[config.mk]
export PLATFORM = sky130hd
export DESIGN_NAME = processor_fetch_queue_flat
export DESIGN_NICKNAME = d
export VERILOG_FILES = /design/src/rtl/processor_pkg.sv /design/src/rtl/processor_fetch_queue_if.sv /design/src/rtl/processor_fetch_queue_fifo.sv /design/src/rtl/processor_fetch_queue.sv /design/src/flat_wrapper.sv
export SDC_FILE = /design/constraint.sdc
export NUM_CORES = 1
export LEC_CHECK = 0
export BUFFER_PORTS_ARGS = -buffer_cell sky130_fd_sc_hd__buf_2
export CAP_MARGIN = 30
export CORE_ASPECT_RATIO = 0.7
export CORE_MARGIN = 2
export CORE_UTILIZATION = 43
export CTS_BUF_LIST = sky130_fd_sc_hd__clkbuf_2
export DETAILED_ROUTE_END_ITERATION = 8
export SYNTH_ARGS = -nofsm -noshare
export SYNTH_HDL_FRONTEND = slang
export SYNTH_HIERARCHICAL = 1
export SYNTH_SLANG_ARGS = --single-unit
[constraint.sdc]
create_clock -name clock -period 6.1 [get_ports clock]
set_clock_uncertainty 0.1 [all_clocks]
set_input_delay 1.22 -clock clock [delete_from_list [all_inputs] [get_ports clock]]
set_output_delay 1.22 -clock clock [all_outputs]
set_load 0.01 [all_outputs]
[src/rtl/processor_pkg.sv]
// processor_pkg: shared constants, fetch entry type and sizing helper for the fetch path
//   ADDR_SIZE_DEF / WORD_SIZE_DEF : default code address and instruction word widths
//   fetch_entry_t                 : {ip, word} pair as held in the fetch queue
//   count_width()                 : bits needed to count 0..depth entries
package processor_pkg;
   localparam int ADDR_SIZE_DEF = 18;
   localparam int WORD_SIZE_DEF = 18;
   typedef struct packed {
      logic [ADDR_SIZE_DEF-1:0] ip;
      logic [WORD_SIZE_DEF-1:0] word;
   } fetch_entry_t;
   function automatic int count_width(input int depth);
      return $clog2(depth) + 1;
   endfunction
endpackage

[src/rtl/processor_fetch_queue_if.sv]
// processor_fetch_queue_if: program-memory, redirect/stall and delivery signals of the fetch queue
//   master : the fetch queue (drives code_addr, out_valid, out_word, out_ip, out_ip_plus_one, queue_count)
//   slave  : the surrounding core/memory (drives code_word, redirect, redirect_ip, stall, out_ready)
interface processor_fetch_queue_if
   import processor_pkg::*;
#(
   parameter int ADDR_SIZE = ADDR_SIZE_DEF,
   parameter int WORD_SIZE = WORD_SIZE_DEF,
   parameter int CW        = 3
);
   logic [ADDR_SIZE-1:0] code_addr;
   logic [WORD_SIZE-1:0] code_word;
   logic                 redirect;
   logic [ADDR_SIZE-1:0] redirect_ip;
   logic                 stall;
   logic                 out_valid;
   logic                 out_ready;
   logic [WORD_SIZE-1:0] out_word;
   logic [ADDR_SIZE-1:0] out_ip;
   logic [ADDR_SIZE-1:0] out_ip_plus_one;
   logic [CW-1:0]        queue_count;
   modport master (
      output code_addr, out_valid, out_word, out_ip, out_ip_plus_one, queue_count,
      input  code_word, redirect, redirect_ip, stall, out_ready
   );
   modport slave (
      input  code_addr, out_valid, out_word, out_ip, out_ip_plus_one, queue_count,
      output code_word, redirect, redirect_ip, stall, out_ready
   );
endinterface

[src/rtl/processor_fetch_queue_fifo.sv]
// fetch_fifo: synchronous FIFO with push, pop, single-cycle flush and occupancy count
//   clock_i : clock
//   flush_i : empties the FIFO at the next edge, overriding push/pop
//   push_i  : write data_i (caller never pushes when full)
//   pop_i   : drop the head entry (caller never pops when empty)
//   data_o  : head entry, count_o : number of valid entries
module fetch_fifo
   import processor_pkg::*;
#(
   parameter int W     = 36,
   parameter int DEPTH = 4,
   localparam int AW   = $clog2(DEPTH),
   localparam int CW   = count_width(DEPTH)
) (
   input  logic          clock_i,
   input  logic          flush_i,
   input  logic          push_i,
   input  logic          pop_i,
   input  logic [W-1:0]  data_i,
   output logic [W-1:0]  data_o,
   output logic [CW-1:0] count_o
);
   logic [W-1:0]  mem_q [DEPTH];
   logic [AW-1:0] rd_q, wr_q;
   logic [CW-1:0] count_q;
   always_ff @(posedge clock_i) begin
      if (push_i && !flush_i) mem_q[wr_q] <= data_i;
   end
   always_ff @(posedge clock_i) begin
      if (flush_i) begin
         rd_q    <= '0;
         wr_q    <= '0;
         count_q <= '0;
      end else begin
         if (push_i) wr_q <= wr_q + AW'(1);
         if (pop_i) rd_q <= rd_q + AW'(1);
         count_q <= count_q + CW'(push_i) - CW'(pop_i);
      end
   end
   assign data_o  = mem_q[rd_q];
   assign count_o = count_q;
endmodule

[src/rtl/processor_fetch_queue.sv]
// processor_fetch_queue: instruction prefetch queue between program memory and the decoder
//   clock, reset : clock and synchronous active-high reset
//   bus (master) : code_addr/code_word memory port (one-cycle read latency), redirect/redirect_ip,
//                  stall, out_valid/out_ready delivery of {out_word, out_ip, out_ip_plus_one}, queue_count
//   Optional PROCESSOR_FETCH_QUEUE_DEBUG_EN adds debug_hold (freezes issue and pop) and
//   debug_fetch_ip (current fetch address).
module processor_fetch_queue
   import processor_pkg::*;
#(
   parameter int                   ADDR_SIZE = ADDR_SIZE_DEF,
   parameter int                   WORD_SIZE = WORD_SIZE_DEF,
   parameter int                   DEPTH     = 4,
   parameter logic [ADDR_SIZE-1:0] RESET_IP  = '0
) (
   input logic clock,
   input logic reset,
   processor_fetch_queue_if.master bus
`ifdef PROCESSOR_FETCH_QUEUE_DEBUG_EN
   ,
   input  logic                 debug_hold,
   output logic [ADDR_SIZE-1:0] debug_fetch_ip
`endif
);
   localparam int CW = count_width(DEPTH);
   logic [ADDR_SIZE-1:0]           fetch_ip_q, fetch_ip_d, inflight_ip_q, inflight_ip_d;
   logic                           inflight_q, inflight_d;
   logic                           issue, push, pop, flush, hold;
   logic [CW-1:0]                  count;
   logic [CW:0]                    occupancy;
   logic [ADDR_SIZE+WORD_SIZE-1:0] head;
`ifdef PROCESSOR_FETCH_QUEUE_DEBUG_EN
   assign hold           = debug_hold;
   assign debug_fetch_ip = fetch_ip_q;
`else
   assign hold = 1'b0;
`endif
   // The word in flight already owns a slot, so a push can never find the queue full.
   assign occupancy = {1'b0, count} + (CW+1)'(inflight_q);
   assign issue     = !reset && !bus.redirect && !hold && occupancy < (CW+1)'(DEPTH);
   assign flush     = reset || bus.redirect;
   assign push      = inflight_q && !flush;
   assign bus.out_valid = count != '0 && !bus.stall && !flush;
   assign pop       = bus.out_valid && bus.out_ready && !hold;
   assign bus.code_addr       = reset ? RESET_IP : fetch_ip_q;
   assign bus.out_ip          = head[ADDR_SIZE+WORD_SIZE-1:WORD_SIZE];
   assign bus.out_word        = head[WORD_SIZE-1:0];
   assign bus.out_ip_plus_one = bus.out_ip + ADDR_SIZE'(1);
   assign bus.queue_count     = count;
   always_comb begin
      fetch_ip_d    = bus.redirect ? bus.redirect_ip : issue ? fetch_ip_q + ADDR_SIZE'(1) : fetch_ip_q;
      inflight_d    = issue;
      inflight_ip_d = fetch_ip_q;
   end
   always_ff @(posedge clock) begin
      if (reset) begin
         fetch_ip_q    <= RESET_IP;
         inflight_q    <= 1'b0;
         inflight_ip_q <= '0;
      end else begin
         fetch_ip_q    <= fetch_ip_d;
         inflight_q    <= inflight_d;
         inflight_ip_q <= inflight_ip_d;
      end
   end
   fetch_fifo #(.W(ADDR_SIZE + WORD_SIZE), .DEPTH(DEPTH)) u_fifo (
      .clock_i (clock),
      .flush_i (flush),
      .push_i  (push),
      .pop_i   (pop),
      .data_i  ({inflight_ip_q, bus.code_word}),
      .data_o  (head),
      .count_o (count)
   );
endmodule

[src/flat_wrapper.sv]
// flat-port wrapper written by rule: the top's interface ports become plain ports
module processor_fetch_queue_flat import processor_pkg::*;
#(
   parameter int                   ADDR_SIZE = ADDR_SIZE_DEF,
   parameter int                   WORD_SIZE = WORD_SIZE_DEF,
   parameter int                   DEPTH     = 4,
   parameter logic [ADDR_SIZE-1:0] RESET_IP  = '0
)
  (clock, reset, bus_code_addr, bus_out_valid, bus_out_word, bus_out_ip, bus_out_ip_plus_one, bus_queue_count, bus_code_word, bus_redirect, bus_redirect_ip, bus_stall, bus_out_ready);
  processor_fetch_queue_if #(.ADDR_SIZE(ADDR_SIZE), .WORD_SIZE(WORD_SIZE), .CW(3)) bus_i ();
  input logic clock;
  input logic reset;
  output wire logic [$bits(bus_i.code_addr)-1:0] bus_code_addr;
  output wire logic [$bits(bus_i.out_valid)-1:0] bus_out_valid;
  output wire logic [$bits(bus_i.out_word)-1:0] bus_out_word;
  output wire logic [$bits(bus_i.out_ip)-1:0] bus_out_ip;
  output wire logic [$bits(bus_i.out_ip_plus_one)-1:0] bus_out_ip_plus_one;
  output wire logic [$bits(bus_i.queue_count)-1:0] bus_queue_count;
  input wire logic [$bits(bus_i.code_word)-1:0] bus_code_word;
  input wire logic [$bits(bus_i.redirect)-1:0] bus_redirect;
  input wire logic [$bits(bus_i.redirect_ip)-1:0] bus_redirect_ip;
  input wire logic [$bits(bus_i.stall)-1:0] bus_stall;
  input wire logic [$bits(bus_i.out_ready)-1:0] bus_out_ready;
  assign bus_code_addr = bus_i.code_addr;
  assign bus_out_valid = bus_i.out_valid;
  assign bus_out_word = bus_i.out_word;
  assign bus_out_ip = bus_i.out_ip;
  assign bus_out_ip_plus_one = bus_i.out_ip_plus_one;
  assign bus_queue_count = bus_i.queue_count;
  assign bus_i.code_word = bus_code_word;
  assign bus_i.redirect = bus_redirect;
  assign bus_i.redirect_ip = bus_redirect_ip;
  assign bus_i.stall = bus_stall;
  assign bus_i.out_ready = bus_out_ready;
  processor_fetch_queue #(.ADDR_SIZE(ADDR_SIZE), .WORD_SIZE(WORD_SIZE), .DEPTH(DEPTH), .RESET_IP(RESET_IP)) u_core (.clock(clock), .reset(reset), .bus(bus_i));
endmodule
==> reports/results.tsv <==
metric	value	unit
outcome	finished, final reports clean	
clockBufferDepth	2	
slowest_delay	0.94	ns
core-area	0.0173	sq mm
gp_congestion	0.869	
io-pin-count	117	
finalSetupTns	0	ns
synth_area	0.00762	sq mm
vdd_drop_max	0.000112	V
min_period	5.03	ns
first_iter_violations	404	
ys.warnings.count	6	
fmax	0.199	GHz
nNetsFinal	631	
antenna_left	0	
post_cts_buffers	0	
drt_drc_violations_left	0	
drive_above_1_share	32.8	%
die_area	0.0188	sq mm
hold_path_depth	0	
worstPathMaxFanout	24	
drv_cap	0	
track_usage	17.8	%
crit_chain	mux4_2, ha_1, nand3_1, nor2_1, and4_1, xor2_1, buf_2	
vias	4512	
seq_area_frac_synth	68.8	%
final_common_cell	edfxtp_1	
antenna_found_initial	0	
grt_pass1_vias	4375	
r2r_cells	9	
cts_tree	built	
setup_viol	0	
ys.flop_type	edfxtp_1	
synthAdderAreaFrac	1.58	%
grt_pass1_wl	24800	um
dr.pass1.iters	5	
portBuffers	116	
min_from	u_core/inflight_ip_q[16]	
cts_resized	0	
synth_simple_gate_area_share	9.80	%
syn2layout_area_growth	14.1	%
hp-class	flip-flop to flip-flop	
cp.arrival	3.71	ns
h-tree-depth	4	
cts_root_buffer	clkbuf_2	
relSlewSlack	42.8	%
synth_edf_count	144	
synth_top_family_by_area	multiplexers	
grt_max_degree	35	
start_util	44.1	%
min_to	u_core/u_fifo/mem_q[3][34]	
cts_sinks	190	
rsz0062_at_grt	false	
hold_buffers	0	
tightest_slew	0.857	ns
r2r-end	u_core/u_fifo/count_o[2]	
end_kind	output port	
r2r_start	u_core/u_fifo/count_o[1]	
wl	16100	um
maxSlewViolCount	0	
syn_nets	509	
leakage	3.00	nW
critPathKind	flip-flop to output port	
overflow	0	
synthArstFlopShare	0	%
final_util	50.4	%
via_per_inst	5.47	
syn_inst	459	
dpl.hpwl	10800	um
yosys.area.top_type	edfxtp_1	
cts_buffers	17	
layout.cells.non_filler	825	
cp-start-kind	flip-flop	
dieWidth	163	um
powerDensity	244	mW/mm^2
muxShareOfSynthArea	11.6	%
cp_data_required_time	4.78	ns
synth_area_per_cell	16.6	sq um
synth-compound-area-share	3.33	%
crit_slowest_cell	dfxtp_2	
routedWlPerCell	19.6	um
clk_pin_slew	0.26	ns
yosysTopAreaCellShare	56.7	%
r2r_slack	3.70	ns
dieHeight	115	um
synth.area.top_cells	edfxtp_1 57%, dfxtp_1 12%, mux4_2 8.9%, mux4_1 2.1%, xnor2_1 1.5%	
synth_seq_cells	190	
clk_latency	0.76	ns
rows	40	
fin_crit_sh	82.5	%
antenna_cells	0	
synth-xor-area-share	2.38	%
ys_types	52	
layout_common_cells	144 x edfxtp_1, 116 x buf_2, 44 x dfxtp_1	
p_total	0.00212	W
placed_cells	793	
hold_violations	0	
-- critical path, delay by kind of cell, from the launching register on --
| kind | cells | cell delay, ns |
|---|---|---|
| XOR/XNOR | 1 | 0.20 |
| adder cells (fa/ha/maj) | 1 | 0.19 |
| buffers and inverters | 1 | 0.17 |
| flip-flops | 1 | 0.94 |
| multiplexers | 1 | 0.43 |
| AND/OR/NAND/NOR | 3 | 1.04 |
-- report_power, final --
part | internal (W) | switching [W]
registers | 0.00141 | 0.0000196
logic | 0.0000341 | 0.0000514
clock network | 0.000164 | 0.000449
-- area by class of cell --
| type | count | area (sq um) |
|---|---|---|
| Fill cell | 1489 | 8570 |
| Sequential cell | 190 | 5250 |
| Multi-Input combinational cell | 236 | 2190 |
| Timing Repair Buffer | 122 | 676 |
| Tap cell | 231 | 289 |
| Clock inverter | 15 | 153 |
| Clock buffer | 17 | 85.1 |
| Inverter | 14 | 52.6 |
-- flip-flops by register name, indices dropped and copies added, names as in the netlist, named ones only --
register,cells
u_core/u_fifo/mem_q,144
u_core/fetch_ip_q,18
u_core/inflight_ip_q,18
u_core/u_fifo/count_o,3
u_core/u_fifo/rd_q,2
u_core/u_fifo/wr_q,2
u_core/inflight_q,1
-- per-layer routing --
layer / part of all wire [%] / global-route usage (%)
met4: 0.79 / 4.07
met1: 47 / 25.4
met3: 7.3 / 5.27
met2: 45 / 27.3
met5: 0 / 0
-- kinds of logic after synthesis --
| kind of cell | Yosys count |
|---|---|
| simple gates | 133 |
| xor+xnor | 19 |
| compound gates | 34 |
| fa+ha+maj | 9 |
| flops | 190 |
| mux | 41 |
| buf+inv | 33 |
-- per-stage QoR --
stage                     cell area (sq um)  hold WS (ns)  worst slack [ns]
final                                  8690         0.399              1.07
after global routing                   8690         0.424             0.693
after CTS                              8690         0.403             0.906
after detailed placement               8460         0.363              1.81
after global placement                 8380         0.347              1.85
after floorplan                        7620         0.338              2.71
-- worst max-delay path by stage --
| stage | from | to | slack [ns] | depth (start not counted) |
|---|---|---|---|---|
| after floorplan | flip-flop | bus_out_ip_plus_one[10] | 2.71 | 8 |
| after global placement | flip-flop | bus_out_ip_plus_one[10] | 1.85 | 7 |
| after detailed placement | flip-flop | bus_out_ip_plus_one[10] | 1.81 | 7 |
| after CTS | flip-flop | bus_out_ip_plus_one[10] | 0.91 | 7 |
| after global routing | flip-flop | bus_out_ip_plus_one[10] | 0.69 | 7 |
| final | flip-flop | bus_out_ip_plus_one[10] | 1.07 | 7 |
-- Yosys cell counts, drive strengths merged (5+ instances only) --
| cell | number |
|---|---|
| nor2b | 17 |
| and3 | 5 |
| nand2 | 26 |
| dfxtp | 46 |
| xnor2 | 13 |
| edfxtp | 144 |
| nand4 | 7 |
| clkbuf | 10 |
| ha | 8 |
| nor2 | 15 |
| nor3 | 9 |
| nor4 | 7 |
| and2 | 6 |
| a21oi | 6 |
| inv | 14 |
| or3 | 5 |
| mux4 | 36 |
| and4 | 6 |
| xor2 | 5 |
| nand3 | 21 |
| buf | 9 |
Note: power is estimated with default switching activity, not from simulation.
